==> config.mk <==
export PLATFORM = sky130hd
export DESIGN_NAME = audio_sample_fifo
export DESIGN_NICKNAME = d
export VERILOG_FILES = /design/src/rtl/audio_pkg.sv /design/src/rtl/audio_fifo_ram.sv /design/src/rtl/audio_sample_fifo.sv
export SDC_FILE = /design/constraint.sdc
export NUM_CORES = 1
export LEC_CHECK = 0
export ABC_AREA = 0
export CAP_MARGIN = 20
export CORE_ASPECT_RATIO = 0.7
export CORE_MARGIN = 8
export CORE_UTILIZATION = 50
export CTS_BUF_LIST = sky130_fd_sc_hd__clkbuf_8
export DETAILED_ROUTE_END_ITERATION = 6
export DONT_BUFFER_PORTS = 1
export GPL_TIMING_DRIVEN = 0
export PLACE_DENSITY_LB_ADDON = 0.08
export SLEW_MARGIN = 30
export SYNTH_ARGS = -nofsm -noshare
export SYNTH_HDL_FRONTEND = slang
export SYNTH_SLANG_ARGS = --single-unit
==> constraint.sdc <==
create_clock -name clk -period 3.5 [get_ports clk]
set_input_delay 0.175 -clock clk [delete_from_list [all_inputs] [get_ports clk]]
set_output_delay 0.175 -clock clk [all_outputs]
set_load 0.05 [all_outputs]
==> src/rtl/audio_pkg.sv <==
`default_nettype none
// ============================================================================
//  Module      : audio_pkg
//  Description : Shared types and default sizing for the audio sample FIFO
//                (sample type, output FSM state encoding, default depth and
//                prefill level).
//  Revision    : 1.0  initial release
// ============================================================================
package audio_pkg;

    typedef logic signed [15:0] sample_t;

    typedef enum logic [1:0] {
        FILL = 2'd0,
        IDLE = 2'd1,
        RD_L = 2'd2,
        RD_R = 2'd3
    } afifo_state_e;

    localparam int AUDIO_FIFO_DEPTH_DEFAULT   = 16;
    localparam int AUDIO_FIFO_PREFILL_DEFAULT = 8;

endpackage : audio_pkg
`default_nettype wire

==> src/rtl/audio_fifo_ram.sv <==
`default_nettype none
// ============================================================================
//  Module      : audio_fifo_ram
//  Description : Simple dual-port sample RAM, one write port and one
//                synchronous read port (data appears one cycle after the
//                address is presented).
//  Ports       : clk        - clock
//                wr_en_i    - write enable
//                wr_addr_i  - write address
//                wr_data_i  - write data (16-bit sample)
//                rd_addr_i  - read address, registered internally
//                rd_data_o  - read data, valid the cycle after rd_addr_i
//  Revision    : 1.0  initial release
// ============================================================================
module audio_fifo_ram
    import audio_pkg::*;
#(
    parameter int DEPTH = AUDIO_FIFO_DEPTH_DEFAULT,
    parameter int AW    = $clog2(DEPTH)
) (
    input  logic          clk,
    input  logic          wr_en_i,
    input  logic [AW-1:0] wr_addr_i,
    input  logic [15:0]   wr_data_i,
    input  logic [AW-1:0] rd_addr_i,
    output logic [15:0]   rd_data_o
);

    // Storage carries no reset; occupancy is tracked by the FIFO control.
    sample_t mem_q [DEPTH];
    sample_t rd_data_q;

    always_ff @(posedge clk) begin
        if (wr_en_i) begin
            mem_q[wr_addr_i] <= wr_data_i;
        end
        rd_data_q <= mem_q[rd_addr_i];
    end

    assign rd_data_o = rd_data_q;

endmodule : audio_fifo_ram
`default_nettype wire

==> src/rtl/audio_sample_fifo.sv <==
`default_nettype none
// ============================================================================
//  Module      : audio_sample_fifo
//  Description : Sink stage for a decoder audio stream. Requests samples with
//                a strobe, buffers them as interleaved L/R in a FIFO, and on
//                each sample_tick delivers one stereo pair to the DAC
//                registers. Playback starts/resumes only after PREFILL
//                samples are buffered.
//  Options     : AUDIO_FIFO_STATS_EN - adds saturating 16-bit overflow and
//                underrun event counters (cleared by reset only).
//  Ports       : clk, reset        - clock, asynchronous active-high reset
//                in_write_i        - sample valid from source
//                in_sample_i       - sample data (L,R,L,R...)
//                in_strobe_o       - 1-cycle request for one more sample
//                sample_tick_i     - output-rate enable
//                left_o / right_o  - signed stereo pair to DAC
//                playing_o         - pairs are being delivered
//                overflow_o        - sticky: write dropped while full
//                underrun_o        - sticky: tick with < 2 samples
//                clear_flags_i     - clears the sticky flags
//                overflow_count_o, underrun_count_o (option only)
//  Revision    : 1.0  initial release
// ============================================================================
module audio_sample_fifo
    import audio_pkg::*;
#(
    parameter int DEPTH   = AUDIO_FIFO_DEPTH_DEFAULT,
    parameter int PREFILL = AUDIO_FIFO_PREFILL_DEFAULT
) (
    input  logic        clk,
    input  logic        reset,
    input  logic        in_write_i,
    input  logic [15:0] in_sample_i,
    output logic        in_strobe_o,
    input  logic        sample_tick_i,
    input  logic        clear_flags_i,
    output logic [15:0] left_o,
    output logic [15:0] right_o,
    output logic        playing_o,
    output logic        overflow_o,
    output logic        underrun_o
`ifdef AUDIO_FIFO_STATS_EN
    ,
    output logic [15:0] overflow_count_o,
    output logic [15:0] underrun_count_o
`endif
);

    localparam int AW = $clog2(DEPTH);
    localparam int LW = AW + 1;

    localparam logic [LW-1:0] LVL_ONE     = LW'(1);
    localparam logic [LW-1:0] LVL_TWO     = LW'(2);
    localparam logic [LW-1:0] LVL_FULL    = LW'(DEPTH);
    localparam logic [LW-1:0] LVL_PREFILL = LW'(PREFILL);
    localparam logic [AW-1:0] PTR_ONE     = AW'(1);
    localparam logic [AW-1:0] PTR_TWO     = AW'(2);

    afifo_state_e  state_q, state_d;
    logic [AW-1:0] wr_ptr_q, wr_ptr_d;
    logic [AW-1:0] rd_ptr_q, rd_ptr_d;
    logic [LW-1:0] level_q, level_d;
    logic [LW-1:0] pending_q, pending_d;
    logic          strobe_q, strobe_d;
    logic          pop_q, pop_d;
    sample_t       left_q, left_d;
    sample_t       right_q, right_d;
    logic          overflow_q, overflow_d;
    logic          underrun_q, underrun_d;

    logic          w_full;
    logic          w_wr_accept;
    logic          w_overflow_evt;
    logic          w_underrun_evt;
    logic [LW:0]   w_committed;
    logic [LW-1:0] w_level_avail;
    logic [AW-1:0] w_rd_addr;
    logic [15:0]   w_rd_data;

    assign w_full         = (level_q == LVL_FULL);
    assign w_wr_accept    = in_write_i && !w_full;
    assign w_overflow_evt = in_write_i && w_full;
    // Buffered samples plus samples already requested: never request more
    // than the FIFO can hold.
    assign w_committed    = {1'b0, level_q} + {1'b0, pending_q};
    // During the pop cycle the pair just read is still counted in level_q.
    assign w_level_avail  = pop_q ? (level_q - LVL_TWO) : level_q;

    audio_fifo_ram #(
        .DEPTH (DEPTH),
        .AW    (AW)
    ) u_ram (
        .clk       (clk),
        .wr_en_i   (w_wr_accept),
        .wr_addr_i (wr_ptr_q),
        .wr_data_i (in_sample_i),
        .rd_addr_i (w_rd_addr),
        .rd_data_o (w_rd_data)
    );

    // RD_L fetches the left sample, RD_R the right one (one-cycle RAM latency).
    assign w_rd_addr = (state_q == RD_R) ? (rd_ptr_q + PTR_ONE) : rd_ptr_q;

    // Output state machine
    always_comb begin
        state_d        = state_q;
        w_underrun_evt = 1'b0;
        case (state_q)
            FILL: begin
                if (level_q >= LVL_PREFILL) begin
                    state_d = IDLE;
                end
            end
            IDLE: begin
                if (sample_tick_i) begin
                    if (w_level_avail >= LVL_TWO) begin
                        state_d = RD_L;
                    end else begin
                        w_underrun_evt = 1'b1;
                        state_d        = FILL;
                    end
                end
            end
            RD_L:    state_d = RD_R;
            RD_R:    state_d = IDLE;
            default: state_d = FILL;
        endcase
    end

    // Datapath, credit and flags
    always_comb begin
        pop_d    = (state_q == RD_R);
        left_d   = left_q;
        right_d  = right_q;
        wr_ptr_d = wr_ptr_q;
        rd_ptr_d = rd_ptr_q;
        level_d  = level_q;

        // Left lands one cycle before right; a consumer sampling on the next
        // tick always sees a consistent pair.
        if (state_q == RD_R) begin
            left_d = w_rd_data;
        end
        if (pop_q) begin
            right_d  = w_rd_data;
            rd_ptr_d = rd_ptr_q + PTR_TWO;
        end

        if (w_wr_accept) begin
            wr_ptr_d = wr_ptr_q + PTR_ONE;
        end

        if (w_wr_accept) begin
            level_d = level_d + LVL_ONE;
        end
        if (pop_q) begin
            level_d = level_d - LVL_TWO;
        end

        strobe_d = !strobe_q && (w_committed < {1'b0, LVL_FULL});

        case ({strobe_q, in_write_i})
            2'b10:   pending_d = pending_q + LVL_ONE;
            2'b01:   pending_d = (pending_q != '0) ? (pending_q - LVL_ONE) : '0;
            default: pending_d = pending_q;
        endcase

        // Setting has priority over clearing in the same cycle.
        overflow_d = overflow_q;
        if (clear_flags_i) begin
            overflow_d = 1'b0;
        end
        if (w_overflow_evt) begin
            overflow_d = 1'b1;
        end

        underrun_d = underrun_q;
        if (clear_flags_i) begin
            underrun_d = 1'b0;
        end
        if (w_underrun_evt) begin
            underrun_d = 1'b1;
        end
    end

    always_ff @(posedge clk or posedge reset) begin
        if (reset) begin
            state_q    <= FILL;
            wr_ptr_q   <= '0;
            rd_ptr_q   <= '0;
            level_q    <= '0;
            pending_q  <= '0;
            strobe_q   <= 1'b0;
            pop_q      <= 1'b0;
            left_q     <= '0;
            right_q    <= '0;
            overflow_q <= 1'b0;
            underrun_q <= 1'b0;
        end else begin
            state_q    <= state_d;
            wr_ptr_q   <= wr_ptr_d;
            rd_ptr_q   <= rd_ptr_d;
            level_q    <= level_d;
            pending_q  <= pending_d;
            strobe_q   <= strobe_d;
            pop_q      <= pop_d;
            left_q     <= left_d;
            right_q    <= right_d;
            overflow_q <= overflow_d;
            underrun_q <= underrun_d;
        end
    end

    assign in_strobe_o = strobe_q;
    assign left_o      = left_q;
    assign right_o     = right_q;
    assign playing_o   = (state_q != FILL);
    assign overflow_o  = overflow_q;
    assign underrun_o  = underrun_q;

`ifdef AUDIO_FIFO_STATS_EN
    logic [15:0] ovf_cnt_q;
    logic [15:0] unr_cnt_q;

    always_ff @(posedge clk or posedge reset) begin
        if (reset) begin
            ovf_cnt_q <= '0;
            unr_cnt_q <= '0;
        end else begin
            if (w_overflow_evt && (ovf_cnt_q != 16'hFFFF)) begin
                ovf_cnt_q <= ovf_cnt_q + 16'd1;
            end
            if (w_underrun_evt && (unr_cnt_q != 16'hFFFF)) begin
                unr_cnt_q <= unr_cnt_q + 16'd1;
            end
        end
    end

    assign overflow_count_o = ovf_cnt_q;
    assign underrun_count_o = unr_cnt_q;
`else
    // Statistics counters not built; only the sticky flags report events.
`endif

endmodule : audio_sample_fifo
`default_nettype wire
==> impl_metrics.ini <==
[floorplan]
fp-row-count = 49
start_util_pct = 50.2
io_pins = 57
die_h_um = 149
die_w_um = 207
dieArea_um2 = 30900
coreArea_um2 = 25300

[global_routing]
gr-usage-met1_pct = 27.3
grt_pass1_vias = 6366
grt_pass1_wl_mm = 41.4
antenna_found_initial = 1
grtUsageMet3_pct = 5.39
gr-total-overflow = 0
track_usage_pct = 18.6
grtUsageMet2_pct = 27.0
grt_max_degree = 37
grt.busiest_layer = met1

[setup_path]
rrSetupSlack_ns = 0.64
cp_max_fo = 10
worstSetupPathType = flip-flop to flip-flop
cp_num_cells = 9
max_stage_delay_ns = 0.50
cp.arrival_ns = 3.14
r2r_cells = 9
crit_top_cell = buf_4
endpoint_kind = flip-flop
cpMaxStageDelayCell = nor3_2
required_ns = 3.78
startpoint = level_q[1]
cp.buffers_inverters = 4
worstPathCellList = inv_1, ha_1, and4bb_2, nor2b_1, buf_6, nand2_1, nor3_2, buf_4, buf_4
r2r-start = level_q[1]
critical_path.top_delay_family = simple AND/OR/NAND/NOR gates
critPathLaunchType = flip-flop

[synthesis]
synth_seq_cells = 327
avgSynthCellArea_um2 = 21.2
synth.distinct_cells = 41
synth_flop_cell = edfxtp_1
synthCells = 601
synth_warnings = 0
synth_edf_count = 256
syn_area_um2 = 12700
async_flop_share_pct = 16.8
yosysSeqAreaShare_pct = 73.8
synth_nets = 644

[pwr]
peakVddDrop_mv = 0.273
power_density_nw_per_um2 = 830
leakagePower_uw = 0.00511
p_total_uw = 12200

[place]
hpwl_mm = 18.1
place.gp.congestion = 0.752
port_buffers = 0
post-place-cells = 956

[status]
outcome = completed

[timing]
tns_ns = 0
post-route-min-period_ns = 2.86
slew-limit-headroom_pct = 42.4
clock.fmax_mhz = 349
hold_violations = 0
maxSlewViolCount = 0
setup_viol_count_final = 0
tightest_slew_ns = 0.864
rsz0062_at_grt = no
skew_ns = 0.0223
min_period_over_period_pct = 81.8

[finish]
register_area_um2 = 9380
synthToLayoutAreaGrowth_pct = 15.8
instances_no_fill = 1069
post_route_cells_drive_above_1_share_pct = 28.5
multi_input_area_um2 = 3210
nNetsFinal = 740
fillCellCount = 1834
fin_util_pct = 58.2

[drt]
drt_iter0_markers = 447
dr.pass1.iters = 5
dr_total_vias = 6191
drtAntennaViolNets = 0
wl_per_cell_um = 26.2
vias_per_cell = 5.79
wirelength_mm = 28.0
route.detailed.drc = 0

[cts]
post_cts_buffers = 0
cts_repair_resize_count = 0
cts_tree = built
hold_buffers = 21
clockBufferDepth = 3
clk-insertion-delay-late_ns = 0.58
clk_pin_slew_worst_paths_ns = 0.07
clkSinkCount = 327
h-tree-depth = 2
root_buffer = clkbuf_8
cts_buffers = 49

[run]
cap_violations = 0

[min_path]
hold_path.class = primary input to asynchronous set/reset pin
cells in the final DEF (no fill, tap or decap), drive strengths merged, types with 2 or more instances in the layout:
cell type	n
edfxtp	256
clkbuf	64
o21a	2
nand2	12
o31ai	3
dfrtp	55
dfxtp	16
o21ai	7
inv	37
nor2b	2
xnor2	9
nand3	4
nor2	15
xor2	2
a21oi	6
clkinvlp	3
ha	22
nor3	8
nand4	3
a21o	2
mux2i	2
clkinv	15
dlygate4sd3	21
mux4	80
buf	41
nand2b	4
mux2	33
worst reg2reg max path, delay by kind of cell, from the launching register on:
family | cells | cell delay, ns
buf+inv | 4 | 0.72
fa+ha+maj | 1 | 0.22
flops | 1 | 0.45
simple gates | 4 | 1.17
state kept, by name, indices dropped and copies added (netlist names), 2 cells and up:
register,cells
u_ram.mem_q,256
wr_ptr_q,4
state_q,2
pending_q,5
level_q,5
right_o,16
rd_ptr_q,3
u_ram.rd_data_o,16
left_o,16
cells in the mapped netlist (7+ instances only):
master    number  area [um2]
buf_6          7        78.8
mux2_2        33         372
inv_1         18        67.6
edfxtp_1     256        7690
nand2_1       12        45.0
dfxtp_1       16         320
nor2_1        15        56.3
o21ai_0        7        35.0
clkbuf_1      10        37.5
ha_1          22         275
mux4_2        56        1260
nor3_1         8        40.0
mux4_1        24         631
dfrtp_1       55        1380
xnor2_1        9        78.8
layer usage:
layer,wire length [um],vias up,part of all wire [%]
met1,12900,3264,46
met5,10,-,0.036
met2,12400,215,44
li1,-,2657,-
met3,2200,53,7.8
met4,553,2,2.0
power by group:
group / internal, uW / total, uW / switching [uW] / leakage, uW
Clock: 1420 / 2870 / 1450 / 0.000532
Sequential: 4920 / 6030 / 1110 / 0.00310
Combinational: 1550 / 3330 / 1780 / 0.00148
Total: 7890 / 12200 / 4340 / 0.00511
final timing paths:
kind / to
worst max-delay path: u_ram.mem_q[3][5]
worst min-delay path: rd_ptr_q[3]
worst max register to register: u_ram.mem_q[3][5]
worst min register to register: left_o[2]
max in group asynchronous: right_o[11]
min in group clk: pending_q[1]
metrics by stage:
step	hold WS, ns	instance area [um2]	worst slack [ns]
finish	0.0299	14700	0.637
CTS	0.00179	14700	0.636
global route	0.0257	14700	0.501
global placement	0.275	13100	-1.05
detailed placement	0.0242	13600	0.676
floorplan	0.274	12700	0.649
cell families (layout without fill, tap and decap cells):
group	Yosys count	count (layout)	synth area share, %
AOI/OAI and AO/OA	30	30	1.58
other	0	1	0
DFF	327	327	73.8
adders and majority gates	22	22	2.16
muxes	115	115	18.0
and+or+nand+nor	51	51	1.92
buffers and inverters	45	181	1.84
xor gates and xnor gates	11	11	0.758
cell type report:
cell class                      instances  share of cell area [%]
Antenna cell                            1                  0.0170
Buffer                                 27                    1.13
Clock buffer                           54                    5.05
Clock inverter                         37                    1.09
Inverter                               18                   0.476
Multi-Input combinational cell        229                    21.8
Sequential cell                       327                    63.7
Tap cell                              331                    2.81
Timing Repair Buffer                   45                    3.94
No activity file was read; power rests on OpenSTA's default activity.
